[src/rtl/insn_fetch_sequencer_if.sv]
// insn_fetch_sequencer_if: control, memory and decode-side signals of the fetch sequencer.
interface insn_fetch_sequencer_if #(
  parameter int LEN_INSN      = 32,
  parameter int MEM_INSN_ADDR = 10,
  parameter int CNT_W         = 16
);
  logic                     start_i;
  logic [MEM_INSN_ADDR-1:0] start_addr_i;
  logic                     halt_i;
  logic                     stall_i;
  logic                     redirect_i;
  logic [MEM_INSN_ADDR-1:0] redirect_addr_i;
  logic [MEM_INSN_ADDR-1:0] mem_addr_o;
  logic [LEN_INSN-1:0]      mem_insn_i;
  logic                     valid_o;
  logic [LEN_INSN-1:0]      insn_o;
  logic [MEM_INSN_ADDR-1:0] addr_o;
  logic                     halted_o;
  logic [CNT_W-1:0]         retired_o;
  modport master (
    input  start_i, start_addr_i, halt_i, stall_i, redirect_i, redirect_addr_i, mem_insn_i,
    output mem_addr_o, valid_o, insn_o, addr_o, halted_o, retired_o
  );
  modport slave (
    output start_i, start_addr_i, halt_i, stall_i, redirect_i, redirect_addr_i, mem_insn_i,
    input  mem_addr_o, valid_o, insn_o, addr_o, halted_o, retired_o
  );
endinterface

[src/rtl/insn_fetch_sequencer.sv]
// insn_fetch_sequencer: picks the instruction memory address each cycle and tags the returned word for decode.
module insn_fetch_sequencer #(
  parameter int LEN_INSN      = 32,
  parameter int MEM_INSN_ADDR = 10,
  parameter int CNT_W         = 16
) (
  input logic clk,
  input logic rst,
  insn_fetch_sequencer_if.master bus
);
  typedef enum logic [1:0] {IDLE, RUN, HALT} state_t;
  state_t                   state_q, state_d;
  logic [MEM_INSN_ADDR-1:0] pc_q, pc_d, fl_addr_q, fl_addr_d, mem_addr;
  logic                     fl_valid_q, fl_valid_d, valid;
  logic [CNT_W-1:0]         retired_q, retired_d;
  assign valid = (state_q == RUN) && fl_valid_q;
  always_comb begin
    state_d    = state_q;
    pc_d       = pc_q;
    fl_addr_d  = fl_addr_q;
    fl_valid_d = fl_valid_q;
    retired_d  = retired_q;
    mem_addr   = pc_q;
    if (state_q != RUN) begin
      if (bus.start_i) begin
        state_d    = RUN;
        mem_addr   = bus.start_addr_i;
        fl_addr_d  = bus.start_addr_i;
        fl_valid_d = 1'b1;
        pc_d       = bus.start_addr_i + 1'b1;
        retired_d  = '0;
      end
    end else begin
      // a word counts as consumed whenever decode takes it, even in a halt or redirect cycle
      retired_d = retired_q + {{(CNT_W-1){1'b0}}, valid && !bus.stall_i};
      if (bus.halt_i) begin
        state_d    = HALT;
        fl_valid_d = 1'b0;
      end else if (bus.redirect_i) begin
        mem_addr   = bus.redirect_addr_i;
        fl_addr_d  = bus.redirect_addr_i;
        fl_valid_d = 1'b1;
        pc_d       = bus.redirect_addr_i + 1'b1;
      end else if (bus.stall_i) begin
        mem_addr = fl_addr_q;
      end else begin
        fl_addr_d  = pc_q;
        fl_valid_d = 1'b1;
        pc_d       = pc_q + 1'b1;
      end
    end
  end
  always_ff @(posedge clk or negedge rst) begin
    if (!rst) begin
      state_q    <= IDLE;
      pc_q       <= '0;
      fl_addr_q  <= '0;
      fl_valid_q <= 1'b0;
      retired_q  <= '0;
    end else begin
      state_q    <= state_d;
      pc_q       <= pc_d;
      fl_addr_q  <= fl_addr_d;
      fl_valid_q <= fl_valid_d;
      retired_q  <= retired_d;
    end
  end
  assign bus.mem_addr_o = mem_addr;
  assign bus.valid_o    = valid;
  assign bus.insn_o     = bus.mem_insn_i;
  assign bus.addr_o     = fl_addr_q;
  assign bus.halted_o   = (state_q == HALT);
  assign bus.retired_o  = retired_q;
endmodule

[src/flat_wrapper.sv]
// flat-port wrapper written by rule: the top's interface ports become plain ports
module insn_fetch_sequencer_flat 
#(
  parameter int LEN_INSN      = 32,
  parameter int MEM_INSN_ADDR = 10,
  parameter int CNT_W         = 16
)
  (clk, rst, bus_start_i, bus_start_addr_i, bus_halt_i, bus_stall_i, bus_redirect_i, bus_redirect_addr_i, bus_mem_insn_i, bus_mem_addr_o, bus_valid_o, bus_insn_o, bus_addr_o, bus_halted_o, bus_retired_o);
  insn_fetch_sequencer_if #(.LEN_INSN(LEN_INSN), .MEM_INSN_ADDR(MEM_INSN_ADDR), .CNT_W(CNT_W)) bus_i ();
  input logic clk;
  input logic rst;
  input wire logic [$bits(bus_i.start_i)-1:0] bus_start_i;
  input wire logic [$bits(bus_i.start_addr_i)-1:0] bus_start_addr_i;
  input wire logic [$bits(bus_i.halt_i)-1:0] bus_halt_i;
  input wire logic [$bits(bus_i.stall_i)-1:0] bus_stall_i;
  input wire logic [$bits(bus_i.redirect_i)-1:0] bus_redirect_i;
  input wire logic [$bits(bus_i.redirect_addr_i)-1:0] bus_redirect_addr_i;
  input wire logic [$bits(bus_i.mem_insn_i)-1:0] bus_mem_insn_i;
  output wire logic [$bits(bus_i.mem_addr_o)-1:0] bus_mem_addr_o;
  output wire logic [$bits(bus_i.valid_o)-1:0] bus_valid_o;
  output wire logic [$bits(bus_i.insn_o)-1:0] bus_insn_o;
  output wire logic [$bits(bus_i.addr_o)-1:0] bus_addr_o;
  output wire logic [$bits(bus_i.halted_o)-1:0] bus_halted_o;
  output wire logic [$bits(bus_i.retired_o)-1:0] bus_retired_o;
  assign bus_i.start_i = bus_start_i;
  assign bus_i.start_addr_i = bus_start_addr_i;
  assign bus_i.halt_i = bus_halt_i;
  assign bus_i.stall_i = bus_stall_i;
  assign bus_i.redirect_i = bus_redirect_i;
  assign bus_i.redirect_addr_i = bus_redirect_addr_i;
  assign bus_i.mem_insn_i = bus_mem_insn_i;
  assign bus_mem_addr_o = bus_i.mem_addr_o;
  assign bus_valid_o = bus_i.valid_o;
  assign bus_insn_o = bus_i.insn_o;
  assign bus_addr_o = bus_i.addr_o;
  assign bus_halted_o = bus_i.halted_o;
  assign bus_retired_o = bus_i.retired_o;
  insn_fetch_sequencer #(.LEN_INSN(LEN_INSN), .MEM_INSN_ADDR(MEM_INSN_ADDR), .CNT_W(CNT_W)) u_core (.clk(clk), .rst(rst), .bus(bus_i));
endmodule
[config.mk]
export PLATFORM = sky130hd
export DESIGN_NAME = insn_fetch_sequencer_flat
export DESIGN_NICKNAME = d
export VERILOG_FILES = /design/src/rtl/insn_fetch_sequencer_if.sv /design/src/rtl/insn_fetch_sequencer.sv /design/src/flat_wrapper.sv
export SDC_FILE = /design/constraint.sdc
export NUM_CORES = 1
export LEC_CHECK = 0
export ABC_AREA = 1
export CORE_MARGIN = 2
export CORE_UTILIZATION = 58
export DETAILED_ROUTE_END_ITERATION = 8
export DONT_BUFFER_PORTS = 1
export GPL_ROUTABILITY_DRIVEN = 0
export GPL_TIMING_DRIVEN = 0
export HOLD_SLACK_MARGIN = 0.12
export PLACE_DENSITY = 0.76
export SYNTH_ARGS = -nofsm -noshare
export SYNTH_HDL_FRONTEND = slang
export SYNTH_SLANG_ARGS = --single-unit
[constraint.sdc]
create_clock -name clk -period 2.05 [get_ports clk]
set_clock_uncertainty 0.2 [all_clocks]
set_input_delay 0 -clock clk [delete_from_list [all_inputs] [get_ports clk]]
set_output_delay 0 -clock clk [all_outputs]
set_load 0.05 [all_outputs]
# Word level (Yosys, flattened, before mapping)
# Cells that the tools add are included.
op_classes:
  add_sub_neg: 4
  n_reduce_logical: 8
  n_mux: 23
  eq_ne: 7
op_table:
  columns: ["operator", "count"]
  rows:
  - ["2-to-1 mux 10 bit", 13]
  - ["2-to-1 mux 16 bit", 2]
  - ["adder 10 x 1 -> 10 bit (second input constant)", 3]
  - ["adder 16 x 1 -> 16 bit", 1]
  - ["2-to-1 mux 2 bit", 3]
  - ["AND reduction 2 bit", 3]
  - ["2-to-1 mux 1 bit", 5]
  - ["inequality test 2 x 1 -> 1 bit (second input constant)", 2]
  - ["inequality test 4 x 2 -> 1 bit (second input constant)", 1]
  - ["inequality test 3 x 1 -> 1 bit (second input constant)", 1]
  - ["AND reduction 3 bit", 1]
  - ["== test 2 x 1 -> 1 bit (second input constant)", 1]
  - ["== test 2 bit (second input constant)", 1]
  - ["logical AND 1 bit", 2]
  - ["inequality test 2 bit (second input constant)", 1]
  - ["nonzero test 2 bit", 1]
  - ["zero test 1 bit", 1]
totals:
  ff_bits: 39
  out_inout_bits: 70
  inputBits: 58
  wordCells: 47

# Logic depth before layout (Yosys ltp)
# Gate-level depths: netlist of the first run.
logic_depth:
  word_depth: 5
  ltp_mapped: 13
  depth_no_buf: 12

# Worst setup path before layout of the first run
# OpenSTA, ideal clock, no wires.
synth_timing:
  kind: "register to register"
  from: "reg u_core.state_q[1]"
  to: "reg u_core.retired_q[13] (netlist: u_core.bus.retired_o[13])"
  path_stages_with_launch: 12
  setup_slack_ns: -0.034
  path_buffers: 1
  period_less_slack_ns: 2.084
  required_ns: 1.701
  arrival_time_ns: 1.735
  setup_time_ns: 0.149
  cell_sequence: "dfrtp_1 -> inv_2 -> nand2_2 -> buf_6 -> nor3_1 -> ha_1 -> nand4_1 -> nand2b_1 -> nor2_1 -> nand2_1 -> nand3_1 -> o21ai_0"
synth_via:
  elab_chain_len: 5
  elab_cells_between_ends: 7
  cone_classes: "1 x add/sub; 3 x eq/ne; 1 x mux; 2 x reduce/logical"
synth_rtl:
  columns: ["item", "line", "rtl"]
  rows:
  - ["start: declaration", "insn_fetch_sequencer.sv:12", "state_t state_q, state_d;"]
  - ["start signal: assignment", "insn_fetch_sequencer.sv:61", "state_q <= state_d;"]
  - ["== test 2 x 1 -> 1 bit", "insn_fetch_sequencer.sv:16", "assign valid = (state_q == RUN) && fl_valid_q;"]
  - ["logical AND 1 bit", "insn_fetch_sequencer.sv:16", null]
  - ["logical AND 1 bit", "insn_fetch_sequencer.sv:35", "retired_d = retired_q + {{(CNT_W-1){1'b0}}, valid && !bus.stall_i};"]
  - ["adder 16 x 1 -> 16 bit", "insn_fetch_sequencer.sv:35", null]
  - ["2-to-1 mux 16 bit", "insn_fetch_sequencer.sv:24", "if (state_q != RUN) begin"]
  - ["end signal: assignment", "insn_fetch_sequencer.sv:65", "retired_q <= retired_d;"]
  - ["end: declaration", "insn_fetch_sequencer.sv:15", "logic [CNT_W-1:0] retired_q, retired_d;"]
# Several ways; a longest one is shown, not always the timed one.
# A chain may end at the register's enable or synchronous reset.

# Worst setup path after layout of the first run
layout_timing:
  from: "reg u_core.retired_q[9] (netlist: u_core.bus.retired_o[9])"
  to: "reg u_core.retired_q[13] (netlist: u_core.bus.retired_o[13])"
layout_via:
  elab_chain_len: 2
layout_rtl:
  columns: ["item", "line"]
  rows:
  - ["adder 16 x 1 -> 16 bit", "insn_fetch_sequencer.sv:35"]
  - ["2-to-1 mux 16 bit", "insn_fetch_sequencer.sv:24"]
# No other way between the ends.

==> results of run 1 <==
-- metal layers --
metal,vias up,GRT usage [%],wire (um)
li1,1456,-,-
met1,1739,42.4,4360
met2,556,66.1,6210
met3,201,8.56,2320
met4,0,25.3,1470
met5,-,0,0
-- cell families (layout without fill, tap and decap cells) --
logic type | Yosys count | after routing | synth area share (%)
buf+inv | 84 | 188 | 17.3
xor+xnor | 1 | 1 | 0.319
fa+ha+maj | 3 | 3 | 1.37
flops | 39 | 39 | 35.6
simple gates | 189 | 189 | 29.2
compound gates | 77 | 77 | 16.3
-- registers in the layout (all words and copies together) (netlist names) --
register              cells
u_core.fl_valid_q         1
u_core.pc_q              10
u_core.state_q            2
u_core.bus.addr_o        10
u_core.bus.retired_o     16
-- report_power, final --
group	internal [uW]	switching (uW)	leakage (uW)
logic	1220	2460	0.00143
clock network	486	332	0.0000644
registers	1000	677	0.000483
total	2700	3470	0.00198
-- tightest hold or removal path, delay by kind of cell --
family / cells / cell delay (ns)
AO/OA/AOI/OAI: 1 / 0.07
adder cells (fa/ha/maj): 1 / 0.19
AND/OR/NAND/NOR: 2 / 0.12
-- cell type report --
class                      count  area share (%)
buffer                        47            8.43
clock buffer                   5            1.59
clock inverter                 3            1.56
inverter                      37            3.20
multi-input combinational    270            39.1
sequential                    39            22.7
tap                           54            1.56
timing repair buffer          96            21.8
-- cell usage in the layout, fill, tap and decap left out, drive strengths merged, types with 2 or more instances in the layout --
master,count
a21oi,12
a31oi,10
buf,70
bufinv,2
clkbuf,10
dfrtp,39
dlygate4sd3,68
ha,3
inv,37
nand2,125
nand3,20
nor2,37
nor3,3
o21ai,41
o21bai,2
o221ai,10
-- repair_timing --
item                       in CTS  in global routing
hold endpoints to repair      105                  9
buffers inserted               13                 15
gates cloned                    0                  1
resized for setup              35                 71
pin swaps                       6                 17
hold buffers                   71                  1
setup endpoints to repair      16                 36
-- metrics by stage --
step	util, %	TNS (ns)
final	93.6	-2.93
after global routing	93.6	-4.25
after CTS	86.4	-0.0117
after detailed placement	60.9	-1.93
after global placement	60.9	-1.88
after floorplan	-	0
-- final timing paths --
check	startpoint	endpoint	slack, ns	depth (start not counted)
setup reg to reg	u_core.bus.retired_o[9]$_DFFE_PN0P_	u_core.bus.retired_o[13]$_DFFE_PN0P_	-0.25	7
hold reg to reg	u_core.pc_q[0]$_DFFE_PN0P_	u_core.pc_q[0]$_DFFE_PN0P_	0.35	2
max in group asynchronous	rst	u_core.bus.retired_o[5]$_DFFE_PN0P_	0.91	3
min in group asynchronous	rst	u_core.bus.retired_o[4]$_DFFE_PN0P_	0.53	3
setup / recovery	u_core.bus.retired_o[9]$_DFFE_PN0P_	u_core.bus.retired_o[13]$_DFFE_PN0P_	-0.25	7
hold / removal	bus_stall_i	u_core.bus.retired_o[3]$_DFFE_PN0P_	-0.09	4
==> impl_metrics.env, run 1 <==
export IMPL_synthFlopType="dfrtp_1"
export IMPL_synth_cell_types=30
export IMPL_crit_fanout=4
export IMPL_wl_um=14400
export IMPL_cts_buffer_depth=2
export IMPL_worst_path_largest_cell_delay_ns=0.77
export IMPL_area_growth_syn_to_layout_pct=58.0
export IMPL_antenna_found_initial=0
export IMPL_multi_input_area_sq_mm=0.00170
export IMPL_avgRoutedWirePerCell_um=26.1
export IMPL_crit_path_start_kind="register"
export IMPL_avgSynthCellArea_sq_um=6.98
export IMPL_arrival_ns=2.30
export IMPL_dp_hpwl_um=5050
export IMPL_viasPerCell=7.17
export IMPL_clk_pin_slew_worst_paths_ns=0.09
export IMPL_cp_top_family="simple AND/OR/NAND/NOR gates"
export IMPL_synth_area_leaders="dfrtp_1 36%, nand2_1 16%, buf_4 9.3%"
export IMPL_grt_pass1_wl_um=15600
export IMPL_outcome="complete, but fails checks"
export IMPL_fin_crit_ns=2.30
export IMPL_vias=3952
export IMPL_rows=25
export IMPL_crit_buf_inv=1
export IMPL_synth_area_sq_mm=0.00274
export IMPL_drc=0
export IMPL_ys_top_cells_by_count="118 x nand2_1, 39 x dfrtp_1, 39 x o21ai_0"
export IMPL_rsz0062_at_grt="yes"
export IMPL_dieWidth_um=72.8
export IMPL_seq_area_sq_um=985
export IMPL_slew_violations=0
export IMPL_max_freq_mhz=434
export IMPL_fin_ws_ns=-0.254
export IMPL_setup_viol=32
export IMPL_max_slew_margin_rel_pct=1.65
export IMPL_grt_pass1_vias=3293
export IMPL_crit_required_ns=2.05
export IMPL_boundaryPins=128
export IMPL_n_fill_cell=131
export IMPL_drive_above_1_share_pct=31.8
export IMPL_port_buffers=0
export IMPL_dpl_cell_area_sq_mm=0.00282
export IMPL_power_density_mw_per_mm2=1430
export IMPL_leakage_uw=0.00198
export IMPL_fin_area_sq_mm=0.00433
export IMPL_power_total_uw=6180
export IMPL_initial_core_util_pct=59.2
export IMPL_worst_ir_drop_vdd_v=0.00124
export IMPL_worstSetupEndpointType="register"
export IMPL_synth_seq_cells=39
export IMPL_grt_ovfl_total=0
export IMPL_yosysWarnings=0
export IMPL_die_h_um=72.8
export IMPL_post_place_ws_ns=-0.197
export IMPL_core_area_sq_mm=0.00463
export IMPL_postSynthNetCount=454
export IMPL_synth_most_common_cell="nand2_1"
export IMPL_clockRootBuffer="clkbuf_8"
export IMPL_whs_ns=-0.0941
export IMPL_cts_sinks=39
export IMPL_violations="hold timing, setup timing"
export IMPL_nets=557
export IMPL_ys_seq_area_share_pct=35.6
export IMPL_synthCells=393
export IMPL_cp_slowest_cell="dfrtp_1"
export IMPL_numCtsBuffers=5
export IMPL_min_period_over_period_pct=112
export IMPL_antenna_left=0
export IMPL_grt_usage_pct=38.5
export IMPL_worstHoldPathType="input pin to register"
export IMPL_netlist_area_leader_share_pct=35.6
export IMPL_cp_cell_sequence="nand2_1, nor3_1, inv_1, nor2_4, nand2_2, nand3_2, o21ai_1"
export IMPL_clk_latency_ns=0.33
export IMPL_drv_cap=0
export IMPL_final_hold_viol_count=4
export IMPL_crit_type="register to register"
export IMPL_dieArea_sq_mm=0.00529
export IMPL_drt_iter0_markers=757
export IMPL_cts_htree_levels=2
export IMPL_tightest_slew_ns=1.48
export IMPL_fin_cells=551
export IMPL_antennaDiodeCount=0
export IMPL_cts_tree="done"
export IMPL_first_pass_iters=8
export IMPL_synthArstFlopShare_pct=100
export IMPL_synth_edff_count=0
export IMPL_yosys_area_top_type="dfrtp_1"
export IMPL_grt_max_degree=40
export IMPL_placed_cells=447
Power figures use the tool's default switching activity.
==> inputs of run 2 (changes only) <==
--- a/config.mk
+++ b/config.mk
@@ -14,3 +14,3 @@
 export GPL_TIMING_DRIVEN = 0
-export HOLD_SLACK_MARGIN = 0.12
+export HOLD_SLACK_MARGIN = 0.03
 export PLACE_DENSITY = 0.76
==> constraint.sdc (replaced) <==
create_clock -name clk -period 2.05 [get_ports clk]
set_clock_uncertainty 0.2 [all_clocks]
set_input_delay 0.3075 -clock clk [delete_from_list [all_inputs] [get_ports clk]]
set_output_delay 0.3075 -clock clk [all_outputs]
set_load 0.05 [all_outputs]
==> impl_metrics.env, run 2 (synthesis gave the netlist of run 1 again) <==
export IMPL_mostFrequentLayoutCells="106 x nand2_1, 45 x buf_4, 33 x dfrtp_1"
export IMPL_worstSetupEndpointType="primary output"
export IMPL_r2r_setup_slack_ns=-0.19
export IMPL_cts_tree="done"
export IMPL_seq_area_sq_um=983
export IMPL_largest_register_ffs=16
export IMPL_viasPerCell=6.29
export IMPL_drt_iter0_markers=262
export IMPL_grt_busiest_layer="met2"
export IMPL_power_density_mw_per_mm2=1500
export IMPL_dp_hpwl_um=5050
export IMPL_rsz0062_at_grt="yes"
export IMPL_fin_setup_tns_ns=-3.22
export IMPL_crit_path_start_kind="register"
export IMPL_core_area_sq_mm=0.00463
export IMPL_worst_path_largest_cell_delay_ns=0.40
export IMPL_grt_usage_pct=31.4
export IMPL_drv_cap=0
export IMPL_violations="setup timing"
export IMPL_vias=3055
export IMPL_die_h_um=72.8
export IMPL_port_buffers=0
export IMPL_met3_usage_pct=5.94
export IMPL_slew_violations=0
export IMPL_drive_above_1_share_pct=35.9
export IMPL_setup_viol=24
export IMPL_worst_ir_drop_vdd_v=0.000866
export IMPL_drc=0
export IMPL_max_slew_margin_rel_pct=39.5
export IMPL_crit_top_cell="buf_6"
export IMPL_dieArea_sq_mm=0.00529
export IMPL_cp_cell_sequence="buf_6, nor2_4, buf_6, a21oi_4, buf_8, o221ai_4"
export IMPL_worstHoldPathType="input pin to register"
export IMPL_cts_htree_levels=2
export IMPL_r2r_cells=12
export IMPL_r2r_start="u_core.state_q[1]$_DFFE_PN0P_"
export IMPL_cp_endpoint="bus_mem_addr_o[6]"
export IMPL_dpl_cell_area_sq_mm=0.00282
export IMPL_antenna_left=0
export IMPL_grt_ovfl_total=0
export IMPL_met1_usage_pct=38.9
export IMPL_grt_pass1_wl_um=12900
export IMPL_power_total_uw=5630
export IMPL_antennaDiodeCount=0
export IMPL_fin_area_sq_mm=0.00374
export IMPL_boundaryPins=128
export IMPL_leakage_uw=0.00174
export IMPL_final_hold_viol_count=0
export IMPL_r2r_end="u_core.bus.retired_o[14]$_DFFE_PN0P_"
export IMPL_outcome="complete, but fails checks"
export IMPL_n_fill_cell=269
export IMPL_met2_usage_pct=53.4
export IMPL_rows=25
export IMPL_clockRootBuffer="clkbuf_8"
export IMPL_crit_required_ns=1.54
export IMPL_crit_cells=6
export IMPL_cp_top_family="compound AO/OA/AOI/OAI gates"
export IMPL_nets=492
export IMPL_clk_pin_slew_worst_paths_ns=0.08
export IMPL_crit_type="register to primary output"
export IMPL_cts_sinks=39
export IMPL_min_period_over_period_pct=109
export IMPL_grt_max_degree=40
export IMPL_cts_buffer_depth=2
export IMPL_antenna_found_initial=0
export IMPL_grt_pass1_vias=2690
export IMPL_dieWidth_um=72.8
export IMPL_fin_ws_ns=-0.192
export IMPL_cp_slowest_cell="dfrtp_1"
export IMPL_tightest_slew_ns=0.905
export IMPL_whs_ns=0.0508
export IMPL_max_freq_mhz=446
export IMPL_avgRoutedWirePerCell_um=20.2
export IMPL_numCtsBuffers=5
export IMPL_area_growth_syn_to_layout_pct=36.5
export IMPL_crit_fanout=5
export IMPL_clk_latency_ns=0.30
export IMPL_multi_input_area_sq_mm=0.00172
export IMPL_fin_crit_ns=2.24
export IMPL_cp_startpoint="u_core.state_q[1]$_DFFE_PN0P_"
export IMPL_wl_um=9800
export IMPL_first_pass_iters=8
export IMPL_crit_buf_inv=3
export IMPL_arrival_ns=1.73
export IMPL_final_common_cell="nand2_1"
export IMPL_initial_core_util_pct=59.2
## run 2: cell types whose count changed in the layout (fill, tap and decap cells not counted), sizes merged
cell	before	now
buf	70	68
dlygate4sd3	68	5
dlymetal6s4s	0	1
clkbuf	10	9
## run 2: how the worst min path moves through the flow
stage                                    from                             endpoint  slack (ns)  depth (start not counted)
after floorplan                           rst     u_core.bus.addr_o[0]$_DFFE_PN0P_       -0.19                          0
after global placement                    rst  u_core.bus.retired_o[1]$_DFFE_PN0P_       -0.19                          0
after detailed placement                  rst  u_core.bus.retired_o[2]$_DFFE_PN0P_       -0.19                          0
after CTS                 bus_start_addr_i[4]     u_core.bus.addr_o[4]$_DFFE_PN0P_        0.05                          2
after global routing      bus_start_addr_i[4]     u_core.bus.addr_o[4]$_DFFE_PN0P_        0.07                          2
final                     bus_start_addr_i[4]     u_core.bus.addr_o[4]$_DFFE_PN0P_        0.05                          2
## run 2: power breakdown
part           switching (uW)  internal [uW]  total (uW)  leakage, uW
Sequential                614           1010        1620     0.000486
Combinational            2120           1110        3230      0.00119
Clock                     296            486         781    0.0000644
Total                    3030           2600        5630      0.00174
## run 2: repair_timing
item                                    CTS  global route
hold buffers                              6             1
endpoints found under the setup margin   17            30
pin swaps                                13            13
buffers inserted                         14            10
gates resized for setup                  62            60
hold endpoints to repair                 42             1
cloned                                    1             1
## run 2: area by class of cell
class / count / area share [%]
Clock buffer: 5 / 1.84
Tap cell: 54 / 1.80
Clock inverter: 3 / 1.80
Buffer: 47 / 9.83
Timing Repair Buffer: 31 / 8.69
Inverter: 37 / 3.71
Sequential cell: 39 / 26.3
Multi-Input combinational cell: 270 / 46.1
## run 2: worst register-to-register path: stages (launching register included)
cell and delay, ns:
dfrtp_1 0.40, inv_2 0.12, nand2_8 0.07, buf_8 0.13, nor3_4 0.17, ha_2 0.25, nand3_4 0.10, nor2_4 0.16
nand2_4 0.08, nor3_4 0.18, nand2_1 0.09, nand3_1 0.11, nand2_1 0.07
## run 2: routing by layer
metal / share of wire, % / vias up
li1: - / 1330
met1: 35 / 1458
met2: 50 / 213
met3: 9.5 / 54
met4: 5.5 / 0
met5: 0 / -
## run 2: stage by stage
step / worst slack, ns / util, % / instances
after global routing: -0.350 / 80.9 / 486
after detailed placement: -0.450 / 60.9 / 447
after floorplan: -0.212 / - / 393
final: -0.192 / 80.9 / 486
after global placement: -0.449 / 60.9 / 447
after CTS: -0.108 / 74.6 / 476
